`src/rtl/spi_slave_frame_rx_pkg.sv`:
```
// Shared definitions for the SPI command-frame receiver: field widths,
// bit-counter sizing, command codes, FSM encoding and the frame layout.
package spi_slave_frame_rx_pkg;

  localparam int LEN_SPI      = 32;
  localparam int SPI_CODE_LEN = 6;
  localparam int SPI_ADDR_LEN = 10;
  localparam int SPI_DATA_LEN = 16;

  // The bit counter must hold LEN_SPI+1, which is its saturation value.
  localparam int CNT_W = $clog2(LEN_SPI + 2);
  localparam int IDX_W = $clog2(LEN_SPI);

  localparam logic [CNT_W-1:0] CNT_FULL = CNT_W'(LEN_SPI);
  localparam logic [CNT_W-1:0] CNT_SAT  = CNT_W'(LEN_SPI + 1);

  // Command codes understood by the downstream decoder.
  localparam logic [SPI_CODE_LEN-1:0] CMD_DUMMY      = 6'd0;
  localparam logic [SPI_CODE_LEN-1:0] CMD_WR_REC     = 6'd4;
  localparam logic [SPI_CODE_LEN-1:0] CMD_AFE_RST    = 6'd7;
  localparam logic [SPI_CODE_LEN-1:0] CMD_AFE_RST_RM = 6'd8;
  localparam logic [SPI_CODE_LEN-1:0] CMD_RD_ADC     = 6'd19;

  typedef enum logic [1:0] {
    ST_IDLE = 2'd0,
    ST_RX   = 2'd1,
    ST_DONE = 2'd2
  } state_t;

  // Frame layout: code in the top bits, data in the bottom bits.
  typedef struct packed {
    logic [SPI_CODE_LEN-1:0] code;
    logic [SPI_ADDR_LEN-1:0] addr;
    logic [SPI_DATA_LEN-1:0] data;
  } cmd_t;

endpackage

```
`src/rtl/spi_sync_edge.sv`:
```
// Multi-flop synchroniser for one asynchronous pin, with rise/fall pulses
// produced by comparing the last stage against a one-cycle delayed copy.
module spi_sync_edge #(
  parameter int   STAGES    = 2,
  parameter logic RESET_VAL = 1'b0
) (
  input  logic clk,
  input  logic rst,
  input  logic din,
  output logic level,
  output logic rise,
  output logic fall
);

  logic [STAGES-1:0] sync_q;
  logic              prev_q;

  // Shift the pin through the synchroniser chain and keep a delayed copy.
  always_ff @(posedge clk or posedge rst) begin
    if (rst) begin
      sync_q <= {STAGES{RESET_VAL}};
      prev_q <= RESET_VAL;
    end else begin
      // NOTE: non-blocking assignments so every flop samples the value from
      // before this edge; blocking here would collapse the chain to one flop.
      sync_q <= {sync_q[STAGES-2:0], din};
      prev_q <= sync_q[STAGES-1];
    end
  end

  assign level = sync_q[STAGES-1];
  assign rise  = level & ~prev_q;
  assign fall  = ~level & prev_q;

endmodule

```
`src/rtl/spi_slave_frame_rx.sv`:
```
// SPI slave front end: oversamples sck/cs_n/mosi in the system clock domain,
// assembles LSB-first 32-bit command frames, strobes them to the decoder and
// shifts the captured response word out on miso during the same frame.
module spi_slave_frame_rx
  import spi_slave_frame_rx_pkg::*;
#(
  parameter int SYNC_STAGES = 2
) (
  input  logic                    clk_50M,
  input  logic                    rst,
  input  logic                    sck,
  input  logic                    cs_n,
  input  logic                    mosi,
  output logic                    miso,
  input  logic [LEN_SPI-1:0]      rsp_data,
  output logic                    cmd_valid,
  output logic [SPI_CODE_LEN-1:0] cmd_code,
  output logic [SPI_ADDR_LEN-1:0] cmd_addr,
  output logic [SPI_DATA_LEN-1:0] cmd_data,
  output logic                    frame_err,
  output logic                    busy
);

  logic sck_rise, sck_level_unused, sck_fall_unused;
  logic cs_level, cs_rise, cs_fall;
  logic mosi_level, mosi_rise_unused, mosi_fall_unused;

  spi_sync_edge #(.STAGES(SYNC_STAGES), .RESET_VAL(1'b1)) u_sync_sck (
    .clk(clk_50M), .rst(rst), .din(sck),
    .level(sck_level_unused), .rise(sck_rise), .fall(sck_fall_unused)
  );

  spi_sync_edge #(.STAGES(SYNC_STAGES), .RESET_VAL(1'b1)) u_sync_cs (
    .clk(clk_50M), .rst(rst), .din(cs_n),
    .level(cs_level), .rise(cs_rise), .fall(cs_fall)
  );

  spi_sync_edge #(.STAGES(SYNC_STAGES), .RESET_VAL(1'b0)) u_sync_mosi (
    .clk(clk_50M), .rst(rst), .din(mosi),
    .level(mosi_level), .rise(mosi_rise_unused), .fall(mosi_fall_unused)
  );

  state_t             state;
  logic [CNT_W-1:0]   bit_cnt;
  logic [CNT_W-1:0]   next_cnt;
  logic [LEN_SPI-1:0] shift_rx;
  logic [LEN_SPI-1:0] shift_tx;
  cmd_t               cmd_q;
  logic [SYNC_STAGES:0] prime;
  logic               armed;

  assign next_cnt = bit_cnt + CNT_W'(1);

  // Arm frame reception only once the synchronised cs_n has been seen high
  // after reset, so a frame already in flight at reset release is ignored.
  always_ff @(posedge clk_50M or posedge rst) begin
    if (rst) begin
      prime <= '0;
      armed <= 1'b0;
    end else begin
      prime <= {prime[SYNC_STAGES-1:0], 1'b1};
      armed <= armed | (prime[SYNC_STAGES] & cs_level);
    end
  end

  // Frame FSM: capture response on cs_n fall, shift bits on sck rise,
  // validate the bit count on cs_n rise and strobe the result for one cycle.
  always_ff @(posedge clk_50M or posedge rst) begin
    if (rst) begin
      state     <= ST_IDLE;
      bit_cnt   <= '0;
      shift_rx  <= '0;
      shift_tx  <= '0;
      miso      <= 1'b0;
      cmd_valid <= 1'b0;
      frame_err <= 1'b0;
      cmd_q     <= '0;
    end else begin
      // Strobes are single-cycle: cleared every cycle unless DONE sets them.
      cmd_valid <= 1'b0;
      frame_err <= 1'b0;
      unique case (state)
        ST_IDLE: begin
          miso <= 1'b0;
          if (armed && cs_fall) begin
            bit_cnt  <= '0;
            shift_tx <= rsp_data;
            miso     <= rsp_data[0];
            state    <= ST_RX;
          end
        end
        ST_RX: begin
          if (sck_rise) begin
            if (bit_cnt < CNT_FULL) shift_rx[bit_cnt[IDX_W-1:0]] <= mosi_level;
            if (bit_cnt != CNT_SAT) bit_cnt <= next_cnt;
            miso <= (next_cnt < CNT_FULL) ? shift_tx[next_cnt[IDX_W-1:0]] : 1'b0;
          end
          // A coincident sck rise has already been sampled above; the frame
          // closes with the updated count.
          if (cs_rise) begin
            miso  <= 1'b0;
            state <= ST_DONE;
          end
        end
        ST_DONE: begin
          miso <= 1'b0;
          if (bit_cnt == CNT_FULL) begin
            cmd_valid <= 1'b1;
            cmd_q     <= cmd_t'(shift_rx);
          end else begin
            frame_err <= 1'b1;
          end
          state <= ST_IDLE;
        end
        default: state <= ST_IDLE;
      endcase
    end
  end

  assign cmd_code = cmd_q.code;
  assign cmd_addr = cmd_q.addr;
  assign cmd_data = cmd_q.data;
  assign busy     = ~cs_level;

endmodule

```
`config.mk`:
```
export PLATFORM = sky130hd
export DESIGN_NAME = spi_slave_frame_rx
export DESIGN_NICKNAME = d
export VERILOG_FILES = /design/src/rtl/spi_slave_frame_rx_pkg.sv /design/src/rtl/spi_sync_edge.sv /design/src/rtl/spi_slave_frame_rx.sv
export SDC_FILE = /design/constraint.sdc
export NUM_CORES = 1
export LEC_CHECK = 0
export BUFFER_PORTS_ARGS = -buffer_cell sky130_fd_sc_hd__buf_2
export CORE_UTILIZATION = 26
export CTS_BUF_LIST = sky130_fd_sc_hd__clkbuf_16
export CTS_CLUSTER_DIAMETER = 200
export DETAILED_ROUTE_END_ITERATION = 16
export SLEW_MARGIN = 25
export SYNTH_ARGS = -nofsm -noshare
export SYNTH_HDL_FRONTEND = slang
export SYNTH_SLANG_ARGS = --single-unit
```
`constraint.sdc`:
```
create_clock -name clk_50M -period 3.82 [get_ports clk_50M]
set_input_delay 0.382 -clock clk_50M [delete_from_list [all_inputs] [get_ports clk_50M]]
set_output_delay 0.382 -clock clk_50M [all_outputs]
set_load 0.01 [all_outputs]
```
Word-level counts from Yosys, hierarchy flattened
Cells that the tools add are included.
{ "word_totals": {"latchBits": 0, "in_bits": 37, "mem_bits_rw": 0, "reg_bits": 119, "mem_count": 0, "rom_bits": 0, "wordCells": 72, "output_inout_bits": 36} }
{ "op_classes": {"add_sub_neg": 1, "shift": 0, "n_eq_ne": 9, "div": 0, "multipliers": 0, "n_bitwise": 8, "n_lt_le_gt_ge": 5, "reduce_logical": 11, "muxes": 21} }
{ "ops": {"columns": ["cell", "count"], "rows": [
  ["bitwise mux 32 bit", 1],
  ["2-to-1 mux 6 bit", 3],
  ["less-than comparator 5 x 6 -> 1 bit, second input constant", 2],
  ["less-than comparator 6 bit, second input constant", 2],
  ["case mux 6 bit (2 select lines)", 1],
  ["2-to-1 mux 1 bit", 10],
  ["inequality test 2 bit, second input constant", 4],
  ["AND reduction 2 bit", 4],
  ["adder 6 x 1 -> 6 bit, second input constant", 1],
  ["equality test 6 bit, second input constant", 1],
  ["inequality test 6 bit, second input constant", 1],
  ["binary-select mux 1 bit (select 5 bit)", 1],
  ["demux 1 bit (select 5 bit)", 1],
  ["greater-or-equal comparator 5 x 1 -> 1 bit, second input constant", 1],
  ["AND 1 bit", 4],
  ["2-to-1 mux 2 bit", 2],
  ["case mux 2 bit (2 select lines)", 1],
  ["AND reduction 4 bit", 1],
  ["inequality test 3 bit, second input constant", 1],
  ["NOT 1 bit", 3],
  ["case mux 1 bit (3 select lines)", 1],
  ["AND reduction 3 bit", 1],
  ["nonzero test 3 bit", 1],
  ["equality test 2 x 1 -> 1 bit, second input constant", 1],
  ["5 further kinds", 6]
]} }

Longest topological paths before layout
Gate-level depths: netlist of run 1.
{ "logic_depth": {"ltp_word": 7, "depth_mapped": 9} }

Modules after synthesis
A second synthesis of run 1 with hierarchy kept.
{ "hier_totals": {"cells_unflattened": 457, "area_unflattened_um2": 5215.0} }
{ "by_module_without_submodules": {"columns": ["module", "n_inst", "cells_per_inst", "area_each_um2"], "rows": [
  ["spi_slave_frame_rx", 1, 439, 4926.0],
  ["spi_sync_edge (u_sync_cs ...)", 2, 6, 97.6],
  ["spi_sync_edge (u_sync_mosi)", 1, 6, 93.8]
]} }

Worst setup path before layout of run 1
Ideal clock, no wire load.
{ "synth_timing": {"path_type": "reg-to-reg", "startpoint": "register bit_cnt[0]", "endpoint": "register miso", "t_arrival_ns": 2.563, "path_stages_with_launch": 10, "path_slack_ns": 1.118, "period_less_slack_ns": 2.702, "setup_ns": 0.139, "n_path_buf": 2, "path_cell_list": "dfrtp_1 > clkbuf_1 > inv_1 > ha_1 > clkbuf_1 > mux4_2 > mux2_2 > nand2_1 > a211o_1 > a41oi_2"} }
{ "synth_via": {"elab_chain_len": 7, "elab_cells_between_ends": 8, "classes_between": "add/sub: 1; order compare: 1; mux: 6"} }
{ "synth_rtl": {"columns": ["item", "line", "text"], "rows": [
  ["from (decl)", "spi_slave_frame_rx.sv:44", "logic [CNT_W-1:0] bit_cnt;"],
  ["from (signal assigned)", "spi_slave_frame_rx.sv:95", "if (bit_cnt != CNT_SAT) bit_cnt <= next_cnt;"],
  ["adder 6 x 1 -> 6 bit (*)", "spi_slave_frame_rx.sv:52", "assign next_cnt = bit_cnt + CNT_W'(1);"],
  ["binary-select mux 1 bit (select 5 bit)", "spi_slave_frame_rx.sv:96", "miso <= (next_cnt < CNT_FULL) ? shift_tx[next_cnt[IDX_W-1:0]] : 1'b0;"],
  ["2-to-1 mux 1 bit (not written as such)", "spi_slave_frame_rx.sv:96", null],
  ["2-to-1 mux 1 bit (*)", "spi_slave_frame_rx.sv:96", null],
  ["2-to-1 mux 1 bit (*)", "spi_slave_frame_rx.sv:93", "if (sck_rise) begin"],
  ["2-to-1 mux 1 bit (*)", "spi_slave_frame_rx.sv:100", "if (cs_rise) begin"],
  ["case mux 1 bit (3 select lines) (*)", "spi_slave_frame_rx.sv:82", "unique case (state)"],
  ["to (signal assigned)", "spi_slave_frame_rx.sv:88", "miso <= rsp_data[0];"],
  ["to (signal assigned)", "spi_slave_frame_rx.sv:96", null],
  ["to (decl)", "spi_slave_frame_rx.sv:14", "output logic miso,"]
]} }
Mark *: on every way between the ends. The rest lies on a longest branch, timed or not. The select of a mux whose other input is x is not followed.
A chain may end at the register's enable or synchronous reset.

Worst setup path in the final report of run 1
Ends and elaborated chain as after synthesis.

==> metrics, run 1 <==
ANT cells 0; Slowest-stage cell, CP mux4_1; Final Max Tran Viols 0; Seq pwr share 0.418; Final Hold Viols 0; fmax 373.7 MHz; Mapped Area 0.005086 mm2; dpl hpwl 7514 um; cts-stage hold buffer count 0; PwrDens 625.0 mW/mm2; DRT Pass-1 Iters 4; pin slew with the least headroom to its limit 0.9261 ns; Syn Area/Cell approximately 12 um2; first-pass GRT wire length 18540 um; worst slack, placed 1.122 ns; crit path time final 2.676 ns; status finished, final reports clean; Comb power frac 0.197; core area 0.01896 mm2; area grow syn2layout 23.64%; initial antenna violation count 0; Switching Fraction 0.2713; Setup crit end kind flop; leakage 3.082 nW; CP delay by family, top multiplexers; die height 141.9 um; syn nets 484; top post-synthesis cells by count nand2_1 (140), dfrtp_1 (113), mux2_2 (65); Clk Latency, worst-skew pair 0.41 ns; maximum vdd drop ~0.32 mV; routed len/inst 13.74 um; top post-synthesis cells by area dfrtp_1 (56%), mux2_2 (14%), nand2_1 (10%); Min-Delay Path Class input pin to asynchronous set/reset pin; Yosys top cell area share 0.5560; Final Cycle Share 0.7006; unrepaired setup endpoints after global routing no; Yosys warnings 0; clk buf depth 2; routability cong. just under 0.8; Final nets 558; Arrival @ worst endpoint 2.95 ns; critical path depth 7; starting density of the core 0.2683; Reg2Reg Depth 7; number of vias per cell 4.272; post-route antenna net violation count 0; clock-pin transition on the worst setup and hold timing paths 0.05 ns; Core Rows 50; CTS buffer count 17; Critical Path Source Type flop; grt total ovfl 0; Residual DRC 0; Bufs and invs on worst path 1; clock skew 0.007038 ns; max-cap viol count 0; Switching Power 1.066 mW; most used flip-flop cell after synthesis dfrtp_1; via count 3358; ys async rst share 1.000; Post-synth EDFFs 0; GRT Util Overall 0.1192; Synth area leader dfrtp_1; Die ar. 0.02013 mm2; clock sinks ~120; post-synthesis sequential area ratio 0.5870; cell internal pwr about 2.9 mW; data required time of the critical path ~4 ns; 1st-iter DRT viols 222; PostCTS Resize Cnt 0; Fillers approximately 1900; Root Driver clkbuf_16; H-tree depth 4; postcts setup bufs 0; total wire length 10800 um; Final setup viols 0; count leader, synth nand2_1; PortBufs 72; Synth Register Bits 119; Cell variety after synth 41; # IOs 73; Clk pwr share 0.385; die width ~140 um; vias in the first global route 3627; CTS tree yes; Crit Path Category flop to flop; largest net degree at the start of global routing 75; worst-path maximum fanout 12; Post-Syn Instances 439; TNS Setup 0 ns; crit path cell chain inv_1, ha_1, mux4_1, mux2_2, nand2_1, a211o_1, a41oi_2; relative slew slack 0.3819; layout cell share with drive strength beyond 1 0.3536; crit-path max cell delay 0.60 ns; final worst setup slack about 1.1 ns
-- power groups by stage --
stage,registers (mW),logic [mW],clock network (mW)
after floorplan,1.59,0.648,0
after global placement,1.65,0.757,0
after detailed placement,1.66,0.787,0
after CTS,1.64,0.790,1.55
after global routing,1.67,0.871,1.62
final,1.64,0.773,1.51
-- placed cells by master, fill, tap and decap left out, drive strengths merged, types with 4 or more instances in the layout --
cell,count
ha,8
clkinv,8
inv,12
o21ai,9
nand2,140
nand3,4
mux4,6
mux2,65
mux2i,5
nand2b,4
nor2,7
dfrtp,113
clkbuf,17
and2,5
buf,77
dfstp,6
-- routing by layer --
layer  part of all wire  vias up  GRT usage
met4             0.0045        0    0.03848
met2               0.51       70     0.2004
met3              0.037        7    0.03915
li1                   -     1616          -
met1               0.45     1665     0.1437
met5                  0        -          0
-- path summary, 6_finish.rpt --
check | from | to | slack (ns)
min reg2reg | u_sync_mosi.sync_q[0] | u_sync_mosi.sync_q[1] | 0.35
max in group asynchronous | rst | u_sync_cs.sync_q[0] | 2.87
min in group clk_50M | cs_n | u_sync_cs.sync_q[0] | 0.08
max | bit_cnt[0] | miso | 1.14
min | rst | u_sync_mosi.sync_q[0] | 0.08
max reg2reg | bit_cnt[0] | miso | 1.14
-- sequential cells by signal, summed over array words and instances, names as in the netlist, 2 cells and up --
register            cells
prime                   3
state                   2
cmd_code                6
u_sync_sck.sync_q       2
u_sync_cs.sync_q        2
cmd_addr               10
u_sync_mosi.sync_q      2
shift_tx               32
bit_cnt                 6
cmd_data               16
shift_rx               32
-- metrics by stage --
stage	total power, mW	instances	hold WS, ns	utilization	cell area [um2]
global placement	2.412	754	0.3314	0.3019	5723
floorplan	2.238	439	0.3312	-	5086
global route	4.165	786	0.05352	0.3317	6289
CTS	3.977	786	0.06251	0.3316	6286
detailed placement	2.448	754	0.3396	0.3019	5723
finish	3.930	786	0.07890	0.3317	6289
-- area by class of cell --
class / count / area, um2 / area share
flip-flops and latches: 119 / 2985 / 0.4747
well taps: 260 / 325.3 / 0.05173
clock inverters: 15 / 137.6 / 0.02189
repair buffers: 77 / 397.9 / 0.06327
inverters: 10 / 42.54 / 0.006765
multi-input cells: 288 / 1974 / 0.3140
clock buffers: 17 / 425.4 / 0.06765
-- cells by family (layout without fill, tap and decap cells) --
logic type / Yosys count / count (layout) / share of synthesized area
AO/OA/AOI/OAI: 22 / 22 / 0.02928
XOR/XNOR: 4 / 4 / 0.01058
adder cells (fa/ha/maj): 8 / 8 / 0.01968
buffers and inverters: 32 / 119 / 0.02485
flip-flops: 119 / 119 / 0.5870
multiplexers: 76 / 76 / 0.1818
other: 1 / 1 / 0.0007373
AND/OR/NAND/NOR: 177 / 177 / 0.1461
(Power assumes the default switching activity.)
==> run 2: changes to the inputs <==
==> constraint.sdc (replaced) <==
create_clock -name clk_50M -period 2.17 [get_ports clk_50M]
set_input_delay 0.217 -clock clk_50M [delete_from_list [all_inputs] [get_ports clk_50M]]
set_output_delay 0.217 -clock clk_50M [all_outputs]
set_load 0.01 [all_outputs]
==> run 2 against run 1 <==
The run now ends with negative hold slack left. Count of clock-buffer cells in the layout unchanged. Utilization up 0.97 points. Cell count grew 1.9%. Die area unchanged. Maximum frequency increased by 30%. Worst hold slack got worse by 0.091 ns. Clock skew rose by 0.0048 ns. Highest routed layer unchanged. Wire length increased by 0.64%. Cell area is 2.9% higher. First-iteration DRC count fell by 20%. Non-clock buffer count up 16. Sequential power is 75% higher.
==> metrics, run 2 (synthesis gave the netlist of run 1 again) <==
PortBufs 72 (unchanged); most frequent cells in the layout nand2_1 (140), dfrtp_1 (112), buf_2 (72) (was nand2_1 (140), dfrtp_1 (113), buf_2 (72)); core area 0.01896 mm2 (unchanged); Comb power frac 0.221 (was 0.197); Clk pwr share 0.374 (was 0.385); Switching Fraction 0.2708 (was 0.2713); Arrival @ worst endpoint 2.34 ns (was 2.95 ns); Clk Latency, worst-skew pair 0.41 ns (about the same); commonest non-fill, non-tap cell in the layout nand2_1 (unchanged); failing checks negative hold slack; pin slew with the least headroom to its limit 0.8336 ns (was 0.9261 ns); Final Hold Viols 10 (was 0); GRT busiest layer met2 (unchanged); clk buf depth 2 (unchanged); die height 141.9 um (unchanged); via count 3374 (was 3358); Critical Path Source Type flop (unchanged); Fillers 1910 (was 1891); die width 141.9 um (unchanged); 1st-iter DRT viols 178 (was 222); starting density of the core 0.2683 (unchanged); Min-Delay Path Class input pin to asynchronous set/reset pin (unchanged); first-pass GRT wire length 18280 um (was 18540 um); total wire length 10870 um (was 10800 um); Residual DRC 0 (unchanged); clock skew 0.01185 ns (was 0.007038 ns); dpl hpwl 7355 um (was 7514 um); status finished, violations left (was finished, final reports clean); vias in the first global route 3604 (was 3627); met3 Resource Use GR 0.03915 (unchanged); Core Rows 50 (unchanged); layout cell share with drive strength beyond 1 0.3808 (was 0.3536); M2 GR Usage 0.1957 (was 0.2004); leakage 3.151 nW (was 3.082 nW); number of vias per cell 4.212 (was 4.272); Final Max Tran Viols 0 (unchanged); H-tree depth 4 (unchanged); Reg area 0.002987 mm2 (was 0.002985 mm2); Setup crit end kind flop (unchanged); routability cong. 0.7894 (was 0.7862); Switching Power 1.922 mW (was 1.066 mW); Seq pwr share 0.405 (was 0.418); maximum vdd drop 0.6209 mV (was 0.3158 mV); largest net degree at the start of global routing 120 (was 75); PwrDens 1096 mW/mm2 (was 625.0 mW/mm2); DRT Pass-1 Iters 4 (unchanged); CP delay by family, top multiplexers (unchanged); final worst setup slack 0.1075 ns (was 1.144 ns); Final Cycle Share 0.9504 (was 0.7006); crit-path max cell delay 0.54 ns (was 0.60 ns); clock sinks 119 (unchanged); Root Driver clkbuf_16 (unchanged); crit path time final 2.062 ns (was 2.676 ns); Final nets 574 (was 558); fmax 484.9 MHz (was 373.7 MHz); grt total ovfl 0 (unchanged); CTS buffer count 17 (unchanged); initial antenna violation count 0 (unchanged); CTS tree yes (unchanged); Min Hold Slack -0.01202 ns (was 0.07890 ns); Final setup viols 0 (unchanged); # IOs 73 (unchanged); Die ar. 0.02013 mm2 (unchanged); multi-input logic area 0.002004 mm2 (was 0.001974 mm2); Slowest-stage cell, CP mux4_1 (unchanged); area grow syn2layout 27.26% (was 23.64%); worst-path maximum fanout 5 (was 12); relative slew slack 0.4443 (was 0.3819); crit path cell chain inv_2, ha_4, mux4_1, mux2_2, nand2_1, a211o_1, a41oi_2 (was inv_1, ha_1, mux4_1, mux2_2, nand2_1, a211o_1, a41oi_2); worst slack, placed 0.06236 ns (was 1.122 ns); post-route antenna net violation count 0 (unchanged); unrepaired setup endpoints after global routing yes (was no); Bufs and invs on worst path 1 (unchanged); GR Util met1 0.1452 (was 0.1437); Crit Path Category flop to flop (unchanged); ANT cells 0 (unchanged); GRT Util Overall 0.1193 (was 0.1192); clock-pin transition on the worst setup and hold timing paths 0.05 ns (about the same); cell internal pwr 5.174 mW (was 2.864 mW); routed len/inst 13.57 um (was 13.74 um); data required time of the critical path 2.45 ns (was 4.09 ns); max-cap viol count 0 (unchanged)
-- run 2: cell count changes in the layout (fill, tap and decap cells not counted), moves of 3 or more --
cell and change:
clkinv_1 +3, clkinvlp_4 +3, and2_1 -4, and2_2 +4, dlygate4sd3_1 +3, buf_4 +10
clkinv_2 -5
-- run 2: cell type report --
cell class,instances,share of cell area
sequential,119,0.4614
multi-input combinational,288,0.3097
timing repair buffer,93,0.08564
clock buffer,17,0.06573
tap,260,0.05026
clock inverter,14,0.02088
inverter,10,0.006379
-- run 2: through the flow --
stage	area [um2]	TNS (ns)	std cells	power [mW]	util
floorplan	5122	0	439	4.021	-
global placement	5844	0	765	4.380	0.3083
detailed placement	5844	0	765	4.450	0.3083
CTS	6435	0	799	7.147	0.3395
global route	6472	-0.01334	801	7.521	0.3415
finish	6472	0	801	7.096	0.3415
-- run 2: metal layers --
layer | vias to the layer above | part of all wire
li1 | 1639 | -
met1 | 1663 | 0.46
met2 | 62 | 0.49
met3 | 10 | 0.037
met4 | 0 | 0.013
met5 | - | 0
-- run 2: power by group through the flow --
| stage | registers (mW) | logic, mW | clock network (mW) |
|---|---|---|---|
| floorplan | 2.80 | 1.22 | 0 |
| global placement | 2.89 | 1.49 | 0 |
| detailed placement | 2.90 | 1.54 | 0 |
| CTS | 2.87 | 1.55 | 2.72 |
| global route | 2.92 | 1.75 | 2.85 |
| finish | 2.87 | 1.57 | 2.65 |
-- run 2: timing repair --
item,4_1_cts,5_1_grt
hold buffers,3,0
gates resized for setup,0,9
setup endpoints to repair,0,35
endpoints found under the hold margin,3,0
setup buffers,0,2
-- run 2: worst paths after layout --
check	endpoint	depth (start not counted)	from	slack (ns)
worst max-delay path	miso	7	bit_cnt[0]	0.11
worst min-delay path	u_sync_mosi.sync_q[0]	3	rst	-0.01
worst max register to register	miso	7	bit_cnt[0]	0.11
worst min register to register	u_sync_mosi.sync_q[1]	0	u_sync_mosi.sync_q[0]	0.35
max in group asynchronous	bit_cnt[4]	3	rst	1.70
min in group clk_50M	shift_tx[26]	2	rsp_data[26]	0.04
-- run 2: worst reg2reg max path, delay by kind of cell, from the launching register on --
family	cells	cell delay, ns
simple gates	1	0.07
mux	2	0.82
fa+ha+maj	1	0.30
flops	1	0.41
buf+inv	1	0.10
compound gates	2	0.24
==> run 3: changes to the inputs <==
==> constraint.sdc (replaced) <==
create_clock -name clk_50M -period 2.39 [get_ports clk_50M]
set_input_delay 0.239 -clock clk_50M [delete_from_list [all_inputs] [get_ports clk_50M]]
set_output_delay 0.239 -clock clk_50M [all_outputs]
set_load 0.01 [all_outputs]
==> run 3 against run 2 <==
The run now ends clean. Total power decreased by 10%. Wire length down 0.16%. Critical path depth unchanged. Die area unchanged.
==> metrics, run 3 (synthesis gave the netlist of run 1 again) <==
Switching Power 1.721 mW (was 1.922 mW); Switching Fraction 0.2707 (was 0.2708); clock skew 0.006115 ns (was 0.01185 ns); crit path cell chain inv_1, ha_2, mux4_1, mux2_2, nand2_1, a211o_1, a41oi_2 (was inv_2, ha_4, mux4_1, mux2_2, nand2_1, a211o_1, a41oi_2); Final Power 6.357 mW (was 7.096 mW); grt total ovfl 0 (unchanged); crit-path max cell delay 0.56 ns (was 0.54 ns); worst-path maximum fanout 7 (was 5); maximum vdd drop 0.6768 mV (was 0.6209 mV); crit path time final 2.261 ns (was 2.062 ns); Die ar. 0.02013 mm2 (unchanged); largest net degree at the start of global routing 120 (unchanged); initial antenna violation count 0 (unchanged); data required time of the critical path 2.67 ns (was 2.45 ns); TNS Setup 0 ns (unchanged); clock-pin transition on the worst setup and hold timing paths 0.05 ns (about the same); R2R Setup Slk 0.13 ns (was 0.11 ns); H-tree depth 4 (unchanged); Slowest-stage cell, CP mux4_1 (unchanged); die width 141.9 um (unchanged); Comb power frac 0.211 (was 0.221); Final setup viols 0 (unchanged); routed wl met2 5285 um (was 5271 um); Critical Path Source Type flop (unchanged); DRT Pass-1 Iters 4 (unchanged); die height 141.9 um (unchanged); area grow syn2layout 25.41% (was 27.26%); Core Rows 50 (unchanged); Routed met1 length 4842 um (was 5050 um); ANT cells 0 (unchanged); total wire length 10850 um (was 10870 um); CTS buffer count 17 (unchanged); dpl hpwl 7455 um (was 7355 um); top sig layer met4 (unchanged); commonest non-fill, non-tap cell in the layout nand2_1 (unchanged); CTS tree yes (unchanged); routed wl met3 578 um (was 402 um); Crit Path Category flop to flop (unchanged); routability cong. 0.7648 (was 0.7894); Fillers 1914 (was 1910); clk buf depth 2 (unchanged); Root Driver clkbuf_16 (unchanged); via count 3459 (was 3374); CP delay by family, top multiplexers (unchanged); vias in the first global route 3604 (unchanged); clock sinks 119 (unchanged); 1st-iter DRT viols 143 (was 178); Clk Latency, worst-skew pair 0.41 ns (about the same); # IOs 73 (unchanged); Residual DRC 0 (unchanged); leakage 3.111 nW (was 3.151 nW); Setup crit end kind flop (unchanged); status finished, final reports clean (was finished, violations left); post-route antenna net violation count 0 (unchanged); Arrival @ worst endpoint 2.54 ns (was 2.34 ns); most frequent cells in the layout nand2_1 (140), dfrtp_1 (112), buf_2 (72) (unchanged); PortBufs 72 (unchanged); cell internal pwr 4.636 mW (was 5.174 mW); unrepaired setup endpoints after global routing no (was yes); number of vias per cell 4.351 (was 4.212); first-pass GRT wire length 18460 um (was 18280 um); Final nets 567 (was 574); layout cell share with drive strength beyond 1 0.3589 (was 0.3808); Seq pwr share 0.411 (was 0.405); core area 0.01896 mm2 (unchanged); starting density of the core 0.2683 (unchanged); relative slew slack 0.4186 (was 0.4443); Bufs and invs on worst path 1 (unchanged); Final Cycle Share 0.9459 (was 0.9504); PwrDens 996.6 mW/mm2 (was 1096 mW/mm2); max-cap viol count 0 (unchanged); routed len/inst 13.65 um (was 13.57 um); Final Max Tran Viols 0 (unchanged); Clk pwr share 0.377 (was 0.374); fmax 442.3 MHz (was 484.9 MHz); Min-Delay Path Class input pin to asynchronous set/reset pin (unchanged); pin slew with the least headroom to its limit 0.8720 ns (was 0.8336 ns); GRT Util Overall 0.1198 (was 0.1193); Final Hold Viols 0 (was 10); placed cell count 760 (was 765); final std cells w/o fill 795 (was 801)
## run 3: cell types whose count changed in the layout (fill, tap and decap cells not counted), sizes merged
| cell | delta |
|---|---|
| clkinv | +3 |
| inv | -1 |
| clkinvlp | -1 |
| buf | -7 |
## run 3: routing by layer
metal / vias to the layer above / global-route usage
met1: 1725 / 0.1485
met4: 0 / 0.05433
met3: 16 / 0.03780
li1: 1633 / -
met5: - / 0
met2: 85 / 0.1903
## run 3: area by class of cell
cell class / instances / area, um2 / share of cell area
Clock buffer: 17 / 425.4 / 0.06669
Timing Repair Buffer: 86 / 485.5 / 0.07611
Inverter: 10 / 41.29 / 0.006473
Tap cell: 260 / 325.3 / 0.05100
Multi-Input combinational cell: 288 / 1977 / 0.3099
Clock inverter: 15 / 137.6 / 0.02158
Sequential cell: 119 / 2987 / 0.4682
## run 3: worst reg2reg max path: stages, from the launching register on
cell and delay (ns):
dfrtp_2 0.42, inv_1 0.13, ha_2 0.43, mux4_1 0.56, mux2_2 0.28, nand2_1 0.07
a211o_1 0.13, a41oi_2 0.11
## run 3: worst paths after layout
kind,cells after the start,to,startpoint
min in group clk_50M,2,shift_tx[31],rsp_data[31]
min,3,cmd_data[4],rst
max,7,miso,bit_cnt[0]
min reg2reg,0,u_sync_mosi.sync_q[1],u_sync_mosi.sync_q[0]
max reg2reg,7,miso,bit_cnt[0]
max in group asynchronous,3,bit_cnt[0],rst
## run 3: what timing repair did
item,4_1_cts,5_1_grt
endpoints found under the hold margin,3,0
gates resized for setup,0,2
endpoints found under the setup margin,0,1
hold buffers,3,0
setup buffers,0,0
## run 3: power groups by stage
stage                     registers, mW  logic, mW  clock network [mW]
after floorplan                    2.54       1.04                   0
after global placement             2.64       1.28                   0
after detailed placement           2.65       1.34                   0
after CTS                          2.62       1.35                2.47
after global routing               2.66       1.49                2.58
final                              2.61       1.34                2.40
## run 3: through the flow
stage	area, um2	hold WS (ns)	util	setup WS, ns
after detailed placement	5782	0.3356	0.3050	0.03174
after global routing	6379	0.04214	0.3365	0.01438
after global placement	5782	0.3315	0.3050	0.1241
final	6379	0.01387	0.3365	0.1293
after floorplan	5092	0.2435	-	0.003948
after CTS	6375	0.03748	0.3363	0.01764
